$ cat config.mk
export PLATFORM = sky130hd
export DESIGN_NAME = game_state_keeper
export DESIGN_NICKNAME = d
export VERILOG_FILES = /design/src/rtl/game_state_keeper.sv
export SDC_FILE = /design/constraint.sdc
export NUM_CORES = 1
export LEC_CHECK = 0
export CAP_MARGIN = 20
export CORE_MARGIN = 4
export CORE_UTILIZATION = 45
export DETAILED_ROUTE_END_ITERATION = 16
export MAX_ROUTING_LAYER = met4
export PLACE_DENSITY_LB_ADDON = 0.1
export SKIP_LAST_GASP = 1
export SLEW_MARGIN = 25
export SYNTH_ARGS = -nofsm -noshare
export SYNTH_HDL_FRONTEND = slang
export SYNTH_SLANG_ARGS = --single-unit
$ cat constraint.sdc
create_clock -name clk -period 2.9 [get_ports clk]
set_clock_uncertainty 0.2 [all_clocks]
set_input_delay 0.87 -clock clk [delete_from_list [all_inputs] [get_ports clk]]
set_output_delay 0.87 -clock clk [all_outputs]
set_load 0.005 [all_outputs]
$ cat src/rtl/game_state_keeper.sv
// game_state_keeper
//
// Owns the game-level state of the PACMAN design: score, remaining lives and
// remaining coins, plus the IDLE/PLAY/DYING/OVER/WIN state machine. It consumes
// the per-frame event pulses from the hit manager and the player start key. It
// drives restart/respawn pulses and a motion-freeze level back to the pacman,
// monster and coin-matrix blocks.
//
// Ports:
//   clk           in   pixel clock
//   resetN        in   asynchronous active-low reset
//   startOfFrame  in   one-cycle pulse per frame
//   startKey      in   start key level, synchronous to clk
//   coinTaken     in   one-cycle pulse when pacman eats a coin
//   monsterHit    in   one-cycle pulse when a monster catches pacman
//   gameState     out  0=IDLE 1=PLAY 2=DYING 3=OVER 4=WIN
//   score         out  saturating score
//   lives         out  remaining lives
//   coinsLeft     out  coins remaining on the board
//   freezeMotion  out  high whenever the game is not in PLAY
//   restartPulse  out  one cycle: refill coins, home all objects
//   respawnPulse  out  one cycle: home pacman and monsters, keep coins
module game_state_keeper #(
    parameter int TOTAL_COINS  = 150,
    parameter int START_LIVES  = 3,
    parameter int COIN_POINTS  = 10,
    parameter int DEATH_FRAMES = 60
) (
    input  logic        clk,
    input  logic        resetN,
    input  logic        startOfFrame,
    input  logic        startKey,
    input  logic        coinTaken,
    input  logic        monsterHit,
    output logic [2:0]  gameState,
    output logic [15:0] score,
    output logic [2:0]  lives,
    output logic [7:0]  coinsLeft,
    output logic        freezeMotion,
    output logic        restartPulse,
    output logic        respawnPulse
);

    typedef enum logic [2:0] {
        ST_IDLE  = 3'd0,
        ST_PLAY  = 3'd1,
        ST_DYING = 3'd2,
        ST_OVER  = 3'd3,
        ST_WIN   = 3'd4
    } state_t;

    localparam int              FW          = $clog2(DEATH_FRAMES + 1);
    localparam logic [FW-1:0]   DEATH_LOAD  = FW'(DEATH_FRAMES);
    localparam logic [FW-1:0]   FRAME_ONE   = FW'(1);
    localparam logic [FW-1:0]   FRAME_ZERO  = FW'(0);
    localparam logic [7:0]      COINS_LOAD  = 8'(TOTAL_COINS);
    localparam logic [2:0]      LIVES_LOAD  = 3'(START_LIVES);
    localparam logic [16:0]     POINTS_EXT  = 17'(COIN_POINTS);

    state_t         state_r,   state_s;
    logic [15:0]    score_r,   score_s;
    logic [2:0]     lives_r,   lives_s;
    logic [7:0]     coins_r,   coins_s;
    logic [FW-1:0]  frame_r,   frame_s;
    logic           key_d_r;
    logic           freeze_r,  freeze_s;
    logic           restart_r, restart_s;
    logic           respawn_r, respawn_s;

    logic           key_edge_s;
    logic [16:0]    score_sum_s;
    logic [15:0]    score_inc_s;

    // Next-state, counter updates and pulse generation for the game FSM.
    always_comb begin
        state_s     = state_r;
        score_s     = score_r;
        lives_s     = lives_r;
        coins_s     = coins_r;
        frame_s     = frame_r;
        restart_s   = 1'b0;
        respawn_s   = 1'b0;
        key_edge_s  = startKey & ~key_d_r;
        // One extra bit catches the carry so the score sticks at all-ones.
        score_sum_s = {1'b0, score_r} + POINTS_EXT;
        if (score_sum_s[16]) begin
            score_inc_s = 16'hFFFF;
        end else begin
            score_inc_s = score_sum_s[15:0];
        end

        case (state_r)
            ST_IDLE, ST_OVER, ST_WIN: begin
                if (key_edge_s) begin
                    state_s   = ST_PLAY;
                    score_s   = 16'd0;
                    lives_s   = LIVES_LOAD;
                    coins_s   = COINS_LOAD;
                    restart_s = 1'b1;
                end else begin
                    state_s   = state_r;
                end
            end
            ST_PLAY: begin
                if (coinTaken) begin
                    score_s = score_inc_s;
                    if (coins_r != 8'd0) begin
                        coins_s = coins_r - 8'd1;
                    end else begin
                        coins_s = 8'd0;
                    end
                end else begin
                    coins_s = coins_r;
                end
                // The coin is applied first: eating the last coin wins even if
                // a monster touches pacman on the same cycle.
                if (coinTaken && (coins_r == 8'd1)) begin
                    state_s = ST_WIN;
                end else if (monsterHit) begin
                    if (lives_r != 3'd0) begin
                        lives_s = lives_r - 3'd1;
                    end else begin
                        lives_s = 3'd0;
                    end
                    frame_s = DEATH_LOAD;
                    state_s = ST_DYING;
                end else begin
                    state_s = ST_PLAY;
                end
            end
            ST_DYING: begin
                if (startOfFrame) begin
                    // Treat a (never loaded) zero count like the last frame so
                    // DYING cannot get stuck.
                    if (frame_r <= FRAME_ONE) begin
                        frame_s = FRAME_ZERO;
                        if (lives_r == 3'd0) begin
                            state_s = ST_OVER;
                        end else begin
                            state_s   = ST_PLAY;
                            respawn_s = 1'b1;
                        end
                    end else begin
                        frame_s = frame_r - FRAME_ONE;
                    end
                end else begin
                    frame_s = frame_r;
                end
            end
            default: begin
                state_s = ST_IDLE;
            end
        endcase

        freeze_s = (state_s != ST_PLAY);
    end

    // State, counters, key history and all outputs, async-cleared by resetN.
    always_ff @(posedge clk or negedge resetN) begin
        if (!resetN) begin
            state_r   <= ST_IDLE;
            score_r   <= 16'd0;
            lives_r   <= LIVES_LOAD;
            coins_r   <= COINS_LOAD;
            frame_r   <= FRAME_ZERO;
            key_d_r   <= 1'b0;
            freeze_r  <= 1'b1;
            restart_r <= 1'b0;
            respawn_r <= 1'b0;
        end else begin
            state_r   <= state_s;
            score_r   <= score_s;
            lives_r   <= lives_s;
            coins_r   <= coins_s;
            frame_r   <= frame_s;
            key_d_r   <= startKey;
            freeze_r  <= freeze_s;
            restart_r <= restart_s;
            respawn_r <= respawn_s;
        end
    end

    assign gameState    = state_r;
    assign score        = score_r;
    assign lives        = lives_r;
    assign coinsLeft    = coins_r;
    assign freezeMotion = freeze_r;
    assign restartPulse = restart_r;
    assign respawnPulse = respawn_r;

endmodule

# [Yosys cells after proc, flatten, opt, wreduce, memory -nomap -nowiden]
# Cells that the tools add are included.
[word_totals] register_bits=40 in_bits=6
[op_classes] addsub=4 magnitude_cmp=1 n_eq_ne=11 n_mux=31 bitwise_logic=2 reduce_logical=11
[op_table] op="2-to-1 mux 16 bit" count=3
[op_table] op="case mux 16 bit (2 select lines)" count=1
[op_table] op="2-to-1 mux 3 bit" count=8
[op_table] op="2-to-1 mux 6 bit" count=4
[op_table] op="2-to-1 mux 8 bit" count=3
[op_table] op="adder 16 x 4 -> 17 bit (second input constant)" count=1
[op_table] op="case mux 8 bit (2 select lines)" count=1
[op_table] op="case mux 6 bit (2 select lines)" count=1
[op_table] op="!= test 2 bit (second input constant)" count=5
[op_table] op="case mux 3 bit (3 select lines)" count=1
[op_table] op="== test 8 x 1 -> 1 bit (second input constant)" count=1
[op_table] op="AND reduction 4 bit" count=2
[op_table] op="nonzero test 8 bit" count=1
[op_table] op="subtractor 8 x 1 -> 8 bit (second input constant)" count=1
[op_table] op="== test 3 x 2 -> 1 bit (second input constant)" count=2
[op_table] op="less-or-equal comparator 6 x 1 -> 1 bit (second input constant)" count=1
[op_table] op="zero test 3 bit" count=2
[op_table] op="2-to-1 mux 1 bit" count=6
[op_table] op="case mux 3 bit (2 select lines)" count=1
[op_table] op="subtractor 6 x 1 -> 6 bit (second input constant)" count=1
[op_table] op="2-to-1 mux 2 bit" count=2
[op_table] op="nonzero test 2 bit" count=2
[op_table] op="== test 3 x 1 -> 1 bit (second input constant)" count=1
[op_table] op="== test 3 bit (second input constant)" count=1
[op_table] op="8 further kinds" count=8

# [Logic depth before layout (Yosys ltp)]
[depth] ltp_word=6 ltp_mapped=7

# [Least setup slack after synthesis]
# OpenSTA, ideal clock, no wires.
[synth_timing] kind="input-to-reg" startpoint="input startKey" endpoint="register coins_r[5] (netlist: coinsLeft[5])" setup_time_ns=0.121 t_arrival_ns=1.920 required_ns=2.579 setup_slack_ns=0.659 path_stages=5 n_path_buf=1 cell_sequence="nor4b_1 > a311o_1 > buf_4 > o21ai_0 > a22o_1"
[synth_between] elab_chain_len=3
[synth_lines] item="start: declaration" line="32" text="input logic startKey,"
[synth_lines] item="bitwise AND 1 bit" line="83" text="key_edge_s = startKey & ~key_d_r;"
[synth_lines] item="!= test 2 bit (no line)"
[synth_lines] item="AND reduction 3 bit (no line)"
[synth_lines] item="end signal: assignment" line="174" text="coins_r <= coins_s;"
[synth_lines] item="end: declaration" line="63" text="logic [7:0] coins_r, coins_s;"
# Every way passes these cells.
# A chain may end at the register's enable or synchronous reset.

# [Worst setup path in the final report]
[layout_timing] startpoint="register state_r[1] (netlist: gameState[1])" endpoint="output gameState[1]"
[layout_lines] item="start: declaration" line="60" text="state_t state_r, state_s;"
[layout_lines] item="start signal: assignment" line="171" text="state_r <= state_s;"
[layout_lines] item="end: declaration" line="35" text="output logic [2:0] gameState,"
# No word-level cell between the ends.

==> tab_implementation.tex <==
\begin{tabular}{lr}
\hline
Metric & Value \\
\hline
\multicolumn{2}{l}{\textbf{Status}} \\
Result of the run & finished clean \\
\multicolumn{2}{l}{\textbf{GRT}} \\
Number of antenna violations at the first check in global routing & 0 \\
Grt peak-use layer & met2 \\
Global-route wire length before repair & 9380 um \\
Pin count of the biggest net entering global routing & 41 \\
Global routing usage on met1 & 0.276 \\
Global routing usage on met2 & 0.281 \\
Global Route met3 Usage & 0.0363 \\
Vias in the first global route & 1897 \\
Grt ovf & 0 \\
GRT Resource Usage Total & 0.192 \\
\multicolumn{2}{l}{\textbf{STA}} \\
Transition time of the tightest slew-check pin & 0.568 ns \\
Endpoints failing setup & 0 \\
Fmax & 0.397 GHz \\
Number of slew-limit violations in the final report & 0 \\
Setup repair after global routing missed its margin & false \\
Final hold vios & 0 \\
Sum of negative setup slack & 0 ns \\
Final clock period utilization by the worst path & 0.869 \\
Final Critical Period & 2.52 ns \\
Worst slew margin relative to its limit & 0.618 \\
\multicolumn{2}{l}{\textbf{Cells and area}} \\
Number of fillers in the final layout & 475 \\
Layout cells sized above 1 & 0.148 \\
Count of nets after finishing & 302 \\
Final cell utilization of the core & 0.595 \\
Area growth from synthesis to final layout & 25.1\% \\
Number of antenna repair diodes & 0 \\
\multicolumn{2}{l}{\textbf{Clock tree}} \\
Root Buffer & sky130\_fd\_sc\_hd\_\_clkbuf\_8 \\
Cts bufs inserted & 5 \\
TritonCTS clock tree & done \\
Post-CTS sizing & 0 \\
Number of clock sinks & 40 \\
Hold-fix buffers at CTS & 0 \\
Clock-pin transition on the worst setup and hold timing paths & 0.08 ns \\
H-tree levels & 2 \\
Largest buffer count on any clock path & 2 \\
Later-pin clock latency in the skew report & 0.30 ns \\
Buffer count from post-CTS setup fixing & 0 \\
\multicolumn{2}{l}{\textbf{Floorplanning}} \\
Core region area & 0.00482 mm2 \\
Std-Cell Rows & 25 \\
Floorplan die area & 0.00629 mm2 \\
Width of the die & 79.3 um \\
Die height & 79.3 um \\
Starting density of the core & 0.475 \\
I/O pin cnt & 39 \\
\multicolumn{2}{l}{\textbf{Worst setup path}} \\
Required time of the critical path & 1.83 ns \\
Category of the most critical setup path & flip-flop to output pin \\
Worst Setup End Kind & output pin \\
Crit-path slowest cell & sky130\_fd\_sc\_hd\_\_dfrtp\_1 \\
Longest individual stage delay on the worst path & 0.58 ns \\
CP max FO & 10 \\
Cell breakdown of the critical path & clkdlybuf4s50\_1 \\
CP startpoint kind & flip-flop \\
Gate family responsible for the most delay along the worst path & flip-flops \\
CP arrival & 1.45 ns \\
Buffers and inverters on the worst path & 1 \\
\multicolumn{2}{l}{\textbf{Yosys}} \\
FFs w/ async S/R, synth & 1.00 \\
Number of synthesized register bits & 40 \\
Main flop type after synthesis & sky130\_fd\_sc\_hd\_\_dfrtp\_1 \\
Warnings from Yosys & 0 \\
Number of enable flip-flop cells after synthesis & 0 \\
Cell variety after synth & 56 \\
Net count after synthesis & 257 \\
Cell Area, Synth & 0.00229 mm2 \\
Share of synthesized area occupied by flip-flops and latches & 0.441 \\
Gate count of the mapped netlist & 245 \\
Average cell area after synthesis & 9.35 um2 \\
\multicolumn{2}{l}{\textbf{Power}} \\
IR drop worst, VDD & 0.458 mV \\
Static leakage & 0.00115 uW \\
Pwr/cell area & 708 mW/mm2 \\
\multicolumn{2}{l}{\textbf{Routing}} \\
Routed wirelength normalized by instance count & 15.0 um \\
Final antenna-violating net count & 0 \\
Detailed Route WL & 5370 um \\
DR vias & 2017 \\
Number of detailed-route iterations in the first pass & 4 \\
Iteration-0 DRC count of the detailed router & 149 \\
DRC & 0 \\
Via density & 5.63 \\
\multicolumn{2}{l}{\textbf{Worst hold path}} \\
Path class of the lowest-slack min-delay path & flip-flop to flip-flop \\
\multicolumn{2}{l}{\textbf{Place}} \\
Gp weighted congestion & 0.861 \\
Buffers added on ports & 38 \\
Detail Placement HPWL & 3760 um \\
\multicolumn{2}{l}{\textbf{Job}} \\
Number of violations of the max-capacitance limit & 0 \\
\hline
\end{tabular}
worst paths after layout:
kind / from / end / slack (ns) / cells after the start
worst max-delay path: gameState[1] / gameState[1] / 0.38 / 1
worst min-delay path: coinsLeft[7] / coinsLeft[7] / 0.30 / 2
worst min register to register: coinsLeft[7] / coinsLeft[7] / 0.30 / 2
min in group asynchronous: resetN / frame_r[3] / 0.42 / 2
max in group asynchronous: resetN / lives[0] / 1.71 / 2
worst max register to register: coinsLeft[0] / coinsLeft[6] / 0.55 / 6
cell usage after synthesis, types with 4 or more instances:
master	number	area share
sky130_fd_sc_hd__o21ai_0	30	0.066
sky130_fd_sc_hd__ha_1	6	0.033
sky130_fd_sc_hd__nand2_1	18	0.030
sky130_fd_sc_hd__a21oi_1	15	0.033
sky130_fd_sc_hd__inv_1	15	0.025
sky130_fd_sc_hd__nor2_1	17	0.028
sky130_fd_sc_hd__nand3_1	4	0.0087
sky130_fd_sc_hd__dfstp_2	7	0.080
sky130_fd_sc_hd__clkbuf_1	5	0.0082
sky130_fd_sc_hd__dfrtp_1	33	0.36
sky130_fd_sc_hd__nor4_1	6	0.016
sky130_fd_sc_hd__a31oi_1	5	0.014
sky130_fd_sc_hd__o31ai_1	4	0.013
sky130_fd_sc_hd__buf_2	4	0.0087
sky130_fd_sc_hd__or3_1	4	0.011
sky130_fd_sc_hd__nor3_1	14	0.031
sky130_fd_sc_hd__o2bb2ai_1	4	0.015
where the power goes:
group / total, uW / leakage (uW) / internal, uW / switching, uW
clock network: 369 / 0.0000479 / 168 / 202
registers: 860 / 0.000508 / 691 / 170
logic: 797 / 0.000592 / 404 / 393
kinds of logic (layout without fill, tap and decap cells):
| family | after synthesis | count (layout) | share of synthesized area |
|---|---|---|---|
| AOI/OAI and AO/OA | 81 | 81 | 0.237 |
| muxes | 6 | 6 | 0.0311 |
| adders and majority gates | 6 | 6 | 0.0328 |
| and+or+nand+nor | 85 | 85 | 0.206 |
| buffers and inverters | 27 | 73 | 0.0519 |
| DFF | 40 | 40 | 0.441 |
metrics by stage:
step	power, uW	hold slack (ns)	instances	area (um2)	setup slack, ns
after floorplan	1320	0.272	245	2290	0.659
after global placement	1660	0.287	350	2780	0.154
after detailed placement	1670	0.291	350	2780	0.111
after CTS	2050	0.301	358	2860	0.364
after global routing	2190	0.335	358	2860	0.255
final	2030	0.296	358	2860	0.379
registers in the layout (all words and copies together) (netlist names):
signal,flops
key_d_r,1
restartPulse,1
freezeMotion,1
coinsLeft,8
gameState,3
lives,3
frame_r,6
score,16
respawnPulse,1
layer usage:
metal,up-vias,part of all wire
li1,998,-
met1,969,0.49
met2,44,0.46
met3,6,0.039
met4,0,0.0095
met5,-,0
cell usage in the layout, fill, tap and decap left out, types with 2 or more instances in the layout:
cell,n
sky130_fd_sc_hd__clkdlybuf4s50_1,37
sky130_fd_sc_hd__dfrtp_1,33
sky130_fd_sc_hd__o21ai_0,30
sky130_fd_sc_hd__nand2_1,18
sky130_fd_sc_hd__nor2_1,17
sky130_fd_sc_hd__inv_1,15
sky130_fd_sc_hd__a21oi_1,15
sky130_fd_sc_hd__nor3_1,14
sky130_fd_sc_hd__buf_4,12
sky130_fd_sc_hd__dfstp_2,7
sky130_fd_sc_hd__nor4_1,6
sky130_fd_sc_hd__ha_1,6
sky130_fd_sc_hd__a31oi_1,5
sky130_fd_sc_hd__clkbuf_8,5
sky130_fd_sc_hd__or3_1,4
sky130_fd_sc_hd__nand3_1,4
sky130_fd_sc_hd__o31ai_1,4
sky130_fd_sc_hd__o2bb2ai_1,4
sky130_fd_sc_hd__nor2b_1,3
sky130_fd_sc_hd__nand4_1,3
sky130_fd_sc_hd__a21o_1,3
sky130_fd_sc_hd__a22o_1,3
sky130_fd_sc_hd__mux2i_1,3
sky130_fd_sc_hd__nand2b_1,2
sky130_fd_sc_hd__nand4bb_1,2
sky130_fd_sc_hd__mux2_4,2
sky130_fd_sc_hd__or4_1,2
sky130_fd_sc_hd__a21boi_0,2
sky130_fd_sc_hd__clkinv_2,2
layout make-up:
class	count	area, um2	area share
Clock buffer	5	68.8	0.0240
Multi-Input combinational cell	178	1160	0.405
Clock inverter	3	18.8	0.00655
Sequential cell	40	1010	0.353
Timing Repair Buffer	50	465	0.163
Inverter	15	56.3	0.0197
Tap cell	67	83.8	0.0293
Note: power is estimated with default switching activity, not from simulation.
